`src/rtl/battlefield_pkg.sv`:
```
// Shared constants for the battlefield background path (index fetch and palette stage).
package battlefield_pkg;

  localparam int IMG_W_DEFAULT  = 320;
  localparam int IMG_H_DEFAULT  = 240;
  localparam int ADDR_W_DEFAULT = 17;

  localparam int COORD_W  = 10;
  localparam int SCROLL_W = 9;

  // Screen coordinate that marks the first pixel of a new frame
  localparam logic [COORD_W-1:0] FRAME_START_X = '0;
  localparam logic [COORD_W-1:0] FRAME_START_Y = '0;

endpackage

```
`src/rtl/bg_addr_calc.sv`:
```
// Combinational ROM address generator: addr = sy * IMG_W + sx using shifts and adds only.
module bg_addr_calc
  import battlefield_pkg::*;
#(
  parameter int IMG_W  = IMG_W_DEFAULT,
  parameter int ADDR_W = ADDR_W_DEFAULT
) (
  input  logic [COORD_W-1:0]  sx,
  input  logic [COORD_W-2:0]  sy,
  output logic [ADDR_W-1:0]   addr
);

  // Sum one shifted copy of sy per set bit of the constant width (320 = 256 + 64)
  always_comb begin
    addr = ADDR_W'(sx);
    for (int k = 0; k < 32; k++) begin
      if (IMG_W[k]) begin
        addr = addr + (ADDR_W'(sy) << k);
      end
    end
  end

endmodule

```
`src/rtl/battlefield_index_fetch.sv`:
```
// Three-stage pixel pipeline turning screen coordinates into background palette indices,
// with a horizontal scroll that is staged and only takes effect at frame start.
module battlefield_index_fetch
  import battlefield_pkg::*;
#(
  parameter int IMG_W  = IMG_W_DEFAULT,
  parameter int IMG_H  = IMG_H_DEFAULT,
  parameter int ADDR_W = ADDR_W_DEFAULT
) (
  input  logic                 Clk,
  input  logic                 Reset_n,
  input  logic                 in_valid,
  input  logic [COORD_W-1:0]   DrawX,
  input  logic [COORD_W-1:0]   DrawY,
  input  logic                 blank,
  input  logic [SCROLL_W-1:0]  scroll_x,
  input  logic                 scroll_load,
  output logic [ADDR_W-1:0]    rom_addr,
  input  logic [3:0]           rom_data,
  output logic [3:0]           index,
  output logic                 index_valid,
  output logic                 scroll_err
);

  localparam logic [COORD_W-1:0] IMG_W_C = COORD_W'(IMG_W);

  logic [COORD_W-1:0]  a_x;
  logic [COORD_W-1:0]  a_y;
  logic                a_blank;
  logic                a_valid;

  logic                b_blank;
  logic                b_valid;

  logic [SCROLL_W-1:0] pending_scroll;
  logic [SCROLL_W-1:0] active_scroll;

  logic                frame_start;
  logic [COORD_W-1:0]  sx_sum;
  logic [COORD_W-1:0]  sx;
  logic [COORD_W-2:0]  sy;
  logic [ADDR_W-1:0]   addr_next;

  // The pixel LSBs vanish in the 2x upscale; IMG_H only documents the ROM extent
  logic unused_bits;
  assign unused_bits = ^{a_x[0], a_y[0], IMG_H[0]};

  assign frame_start = in_valid && (DrawX == FRAME_START_X) && (DrawY == FRAME_START_Y);

  // Stage A: capture the incoming pixel strobe and coordinates
  always_ff @(posedge Clk or negedge Reset_n) begin
    if (!Reset_n) begin
      a_x     <= '0;
      a_y     <= '0;
      a_blank <= 1'b0;
      a_valid <= 1'b0;
    end else begin
      a_x     <= DrawX;
      a_y     <= DrawY;
      a_blank <= blank;
      a_valid <= in_valid;
    end
  end

  // Scroll staging: active copy moves at the same edge the frame-start pixel enters stage A,
  // so it already applies to that pixel in stage B and sees the pre-load pending value
  always_ff @(posedge Clk or negedge Reset_n) begin
    if (!Reset_n) begin
      pending_scroll <= '0;
      active_scroll  <= '0;
      scroll_err     <= 1'b0;
    end else begin
      if (scroll_load) begin
        if ({1'b0, scroll_x} < IMG_W_C) begin
          pending_scroll <= scroll_x;
        end else begin
          scroll_err <= 1'b1;
        end
      end
      if (frame_start) begin
        active_scroll <= pending_scroll;
      end
    end
  end

  // Stage B coordinate mapping: halve screen coords, add scroll, wrap once at the image width
  always_comb begin
    sx_sum = {1'b0, a_x[COORD_W-1:1]} + {1'b0, active_scroll};
    sx     = sx_sum;
    if (sx_sum >= IMG_W_C) begin
      sx = sx_sum - IMG_W_C;
    end
    sy = a_y[COORD_W-1:1];
  end

  bg_addr_calc #(
    .IMG_W  (IMG_W),
    .ADDR_W (ADDR_W)
  ) u_addr_calc (
    .sx   (sx),
    .sy   (sy),
    .addr (addr_next)
  );

  // Stage B: register the ROM address every cycle, bubbles included
  always_ff @(posedge Clk or negedge Reset_n) begin
    if (!Reset_n) begin
      rom_addr <= '0;
      b_blank  <= 1'b0;
      b_valid  <= 1'b0;
    end else begin
      rom_addr <= addr_next;
      b_blank  <= a_blank;
      b_valid  <= a_valid;
    end
  end

  // Stage C: take the ROM data, forcing index 0 outside the visible region
  always_ff @(posedge Clk or negedge Reset_n) begin
    if (!Reset_n) begin
      index       <= 4'h0;
      index_valid <= 1'b0;
    end else begin
      index       <= b_blank ? rom_data : 4'h0;
      index_valid <= b_valid;
    end
  end

endmodule

```
`config.mk`:
```
export PLATFORM = sky130hd
export DESIGN_NAME = battlefield_index_fetch
export DESIGN_NICKNAME = d
export VERILOG_FILES = /design/src/rtl/battlefield_pkg.sv /design/src/rtl/bg_addr_calc.sv /design/src/rtl/battlefield_index_fetch.sv
export SDC_FILE = /design/constraint.sdc
export NUM_CORES = 1
export LEC_CHECK = 0
export CAP_MARGIN = 5
export CORE_ASPECT_RATIO = 1.4
export CORE_MARGIN = 5
export CORE_UTILIZATION = 46
export DETAILED_ROUTE_END_ITERATION = 10
export HOLD_SLACK_MARGIN = 0.1
export PLACE_DENSITY = 0.84
export SKIP_CTS_REPAIR_TIMING = 1
export SYNTH_ARGS = -nofsm -noshare
export SYNTH_HDL_FRONTEND = slang
export SYNTH_SLANG_ARGS = --single-unit
```
`constraint.sdc`:
```
create_clock -name Clk -period 3.9 [get_ports Clk]
set_clock_uncertainty 0.2 [all_clocks]
set_input_delay 0.39 -clock Clk [delete_from_list [all_inputs] [get_ports Clk]]
set_output_delay 0.39 -clock Clk [all_outputs]
set_load 0.05 [all_outputs]
```
Word level (Yosys, flattened, before mapping)
Index checks and enable logic that the tools add are counted.
Storage, ports and cells
  flip-flop bits (word level): 65
  logic and storage cells: 27
Cells by class
  $add $sub $neg: 4
  order comparisons: 2
  mux-type cells: 2
  bitwise operators: 1
  reductions and logical operators: 6
Operators by type and width (number)
  $logic_not 10->1: 2
  $add 16x17->17: 1
  $add 10x15->16: 1
  $add 9x9->10: 1
  $ge 10x9->1 const B: 1
  $mux 10: 1
  $sub 10x9->10 const B: 1
  $lt 9x9->1 const B: 1
  $mux 4: 1
  $reduce_and 2->1: 2
  $logic_and 1x1->1: 2
  $not 1->1: 1

Longest topological paths before layout
  depth in word-level cells: 5
  depth in mapped cells: 17

Cells and area by module
A second synthesis with hierarchy kept.
Second synthesis, totals
  cell total of the unflattened synthesis: 234
  area total of the unflattened synthesis: 3001.6 um^2
Modules (own cells, without submodules)
  battlefield_index_fetch: times used 1, cells an instance 162, area an instance 2371.0 um^2, sequential area each 1576.5 um^2
  bg_addr_calc: times used 1, cells an instance 72, area an instance 630.6 um^2, sequential area each 0.0 um^2

Least setup slack after synthesis
No wires, ideal clock.
  kind: register -> register
  start: register active_scroll[0]
  end: register rom_addr[16]
  data arrival time: 3.694 ns
  required time: 3.567 ns
  slack: -0.126 ns
  cell stages (with the launch flop): 17
  cell sequence: dfrtp_1 -> ha_1 -> inv_1 -> fa_1 -> nand2b_1 -> a211oi_1 -> mux2i_1 -> nor2_1 -> mux2_2 -> fa_1 -> inv_1 -> ha_1 -> a21o_1 -> a21oi_1 -> o31a_1 -> nor4b_1 -> nand4b_1
On the way
  longest elaborated chain between the ends: 5
  elaborated cells between the ends (all ways): 6
  those cells by class: add/sub (4); order compare (1); mux (1)
Ends and longest elaborated chain
  start, declared: RTL line battlefield_index_fetch.sv:36  | logic [SCROLL_W-1:0] active_scroll;
  start signal, assigned: RTL line battlefield_index_fetch.sv:81  | active_scroll <= pending_scroll;
  $add 9x9->10 *: RTL line battlefield_index_fetch.sv:88  | sx_sum = {1'b0, a_x[COORD_W-1:1]} + {1'b0, active_scroll};
  $sub 10x9->10 / $ge 10x9->1 (equally long branches): RTL line battlefield_index_fetch.sv:91, battlefield_index_fetch.sv:90
  $mux 10 *: RTL line battlefield_index_fetch.sv:90  | if (sx_sum >= IMG_W_C) begin
  $add 10x15->16 *: RTL line bg_addr_calc.sv:18  | addr = addr + (ADDR_W'(sy) << k);
  $add 16x17->17 *: RTL line bg_addr_calc.sv:18
  via addr_next[16]: RTL line battlefield_index_fetch.sv:42  | logic [ADDR_W-1:0] addr_next;
  end signal, assigned: RTL line battlefield_index_fetch.sv:112  | rom_addr <= addr_next;
  end, declared: RTL line battlefield_index_fetch.sv:18  | output logic [ADDR_W-1:0] rom_addr,
The timed path passes the listed nets; every way through them passes the cells marked *.
A chain may end at the register's enable or synchronous reset.

Final worst setup path
Ends and elaborated chain as after synthesis.

==> impl_metrics.py <==
metrics = {
    "synthesis": {
        "synthFlopType": "dfrtp_1",
        "async_reset_ff_share_pct": 100,
        "ys_types": 50,
        "ys_ff_latch": 63,
        "synthTopCellsByArea": "dfrtp_1 53%, ha_1 10%, mux2_2 7.1%, fa_1 2.7%, a21oi_1 1.8%",
        "syn_area_um2": 3000,
        "synth_warnings": 0,
        "synth_cells": 240,
        "synth.yosys.seq_area_share_pct": 52.6,
        "synth.largest_area_cell": "dfrtp_1",
        "syn_area_per_cell_um2": 12.5,
        "synth_top_area_share_pct": 52.6,
        "synthesis.nets": 307,
        "synth_edf_count": 0,
    },
    "sta": {
        "hold_ws_ps": 137,
        "finalHoldViolCount": 0,
        "fin_ws_ps": -129,
        "setup_viol": 4,
        "rsz0062_at_grt": "true",
        "period_share_pct": 103,
        "timing.fmax_mhz": 248,
        "period_needed_ps": 4030,
        "drv_slew": 0,
        "relSlewSlack_pct": 54.5,
        "max_slew.worst_pin.slew_ps": 677,
    },
    "setup_path": {
        "cp-start-kind": "flip-flop",
        "crit_start": "active_scroll[0]",
        "path_max_fanout": 3,
        "arrival_ps": 4060,
        "reg2reg_to": "rom_addr[16]",
        "crit_required_ps": 3930,
        "end_kind": "flip-flop",
        "r2r_cells": 16,
        "path_class": "reg -> reg",
        "reg2reg_from": "active_scroll[0]",
        "regToRegSetupSlack_ps": -130,
        "crit_end": "rom_addr[16]",
    },
    "global_route": {
        "grt_pass1_wl_mm": 9.77,
        "grt_pass1_vias": 2242,
        "grt.total_usage_pct": 15.1,
        "grt_overflow_total": 0,
        "antenna_found_initial": 0,
        "grt_max_degree": 39,
    },
    "drt": {
        "avgViaCountPerCell": 5.24,
        "antenna_left": 0,
        "drtIter0Drc": 43,
        "drt-total-wl_mm": 5.60,
        "routedWlPerCell_um": 13.8,
        "vias": 2132,
        "route.detailed.drc": 0,
        "drtPass1Iterations": 4,
    },
    "placement": {
        "dpl-instance-area_um2": 3820,
        "port_buffers": 60,
        "dp_cells": 388,
        "globalplace.congestion": 0.857,
        "dp_hpwl_mm": 4.45,
    },
    "power": {
        "finalPower_w": 0.00175,
        "max-vdd-ir-drop_mv": 0.278,
        "p_leak_nw": 1.88,
        "power.density_nw_per_um2": 428,
    },
    "die": {
        "die-width_um": 78.2,
        "die_h_um": 106,
        "fp.dieArea_um2": 8250,
        "row_count": 34,
        "io_pins": 61,
        "coreArea_um2": 6300,
        "start_util_pct": 47.6,
    },
    "finish": {
        "syn2layout_area_growth_pct": 36.4,
        "n_antenna_cell": 0,
        "final_area_um2": 4090,
        "nets": 397,
        "final_layout_size_suffix_gt1_share_pct": 21.8,
        "finish.utilization_pct": 64.9,
        "final_cells": 407,
    },
    "clock_network": {
        "clk_pin_slew_worst_paths_ps": 70,
        "numCtsBuffers": 9,
        "cts_tree": "done",
        "root_buffer": "clkbuf_8",
        "clk-insertion-delay-late_ps": 350,
        "cts_sinks": 63,
        "htree_levels": 3,
        "cts_buffer_depth": 2,
    },
    "min_path": {
        "min_path_type": "reg -> reg",
        "hold_depth": 0,
    },
    "run": {
        "drv_cap": 0,
    },
    "status": {
        "violations": "negative setup slack",
        "status": "complete, but fails checks",
    },
}
[final cells by class]
cell class | instances | area, µm²
Fill cell | 494 | 2210
Sequential cell | 63 | 1580
Multi-Input combinational cell | 160 | 1400
Timing Repair Buffer | 82 | 763
Clock buffer | 10 | 138
Tap cell | 72 | 90.1
Clock inverter | 6 | 70.1
Inverter | 14 | 52.6
[placed cells by master (no fill, tap or decap), drive strengths merged, types with 3 or more instances in the layout]
cell and count:
dfrtp 63, clkdlybuf4s50 59, ha 25, buf 22, mux2 19, inv 14
nand2 12, a21oi 11, nor2 10, clkbuf 10, o21ai 7, xor2 6
xnor2 5, a21o 5, and2 5, nand2b 5, nor2b 5, fa 4
clkinvlp 3, o211ai 3, nor4 3
[cells by family after synthesis]
| kind of cell | share of synthesized area [%] |
|---|---|
| adder cells (fa/ha/maj) | 13.1 |
| AND/OR/NAND/NOR | 10.4 |
| multiplexers | 7.47 |
| flip-flops | 52.6 |
| buffers and inverters | 2.42 |
| XOR/XNOR | 3.21 |
| AO/OA/AOI/OAI | 10.8 |
[power by group]
group,internal [W],switching [W],total [W]
clock,0.000314,0.000257,0.000571
combinational,0.000186,0.000254,0.000440
sequential,0.000715,0.0000221,0.000738
[worst min-delay path by stage]
stage                       end  slack, ps     from
detailed placement  index_valid        130  b_valid
floorplan               a_blank       -110  Reset_n
finish              index_valid        140  b_valid
global placement        b_valid        130  a_valid
global route        index_valid        150  b_valid
CTS                      a_y[6]       -170  Reset_n
[Yosys cell counts (4+ instances only)]
library cell and count:
fa_1 4, dfrtp_1 63, nand2b_1 5, mux2_2 19
nor2b_1 5, inv_1 14, o21ai_0 6, a21oi_1 11
nand2_1 12, xnor2_1 5, and2_1 5, nor2_1 10
xor2_1 6, ha_1 25, a21o_1 5
[registers in the layout, summed over array words and instances (netlist names), 4 cells and up]
name            cells
index               4
a_y                 9
pending_scroll      9
rom_addr           17
a_x                 9
active_scroll       9
[metal layers]
metal | wire length [µm] | track usage (%) | up-vias
li1 | - | - | 1046
met1 | 2150 | 16.4 | 1026
met2 | 3020 | 26.4 | 46
met3 | 277 | 3.75 | 14
met4 | 153 | 8.88 | 0
met5 | 0 | 0 | -
[per-stage QoR]
stage                     setup TNS (ps)  setup slack [ps]
after floorplan                    -20.0             -11.3
after global placement             -22.9             -22.0
after detailed placement            -437              -142
after CTS                           -535              -164
after global routing               -1410              -324
final                               -267              -129
[critical path, stage by stage (launching register included)]
cell      delay, ps
dfrtp_1         350
ha_1            160
inv_1            60
fa_2            370
nor2b_2         140
o211a_1         160
o211ai_2        100
or3_1           410
mux2_2          290
fa_2            540
inv_1            50
ha_1            270
a21o_1          120
a21oi_2          50
o31a_1          330
o211ai_1        210
nand4b_1        110
Note: power is estimated with default switching activity, not from simulation.
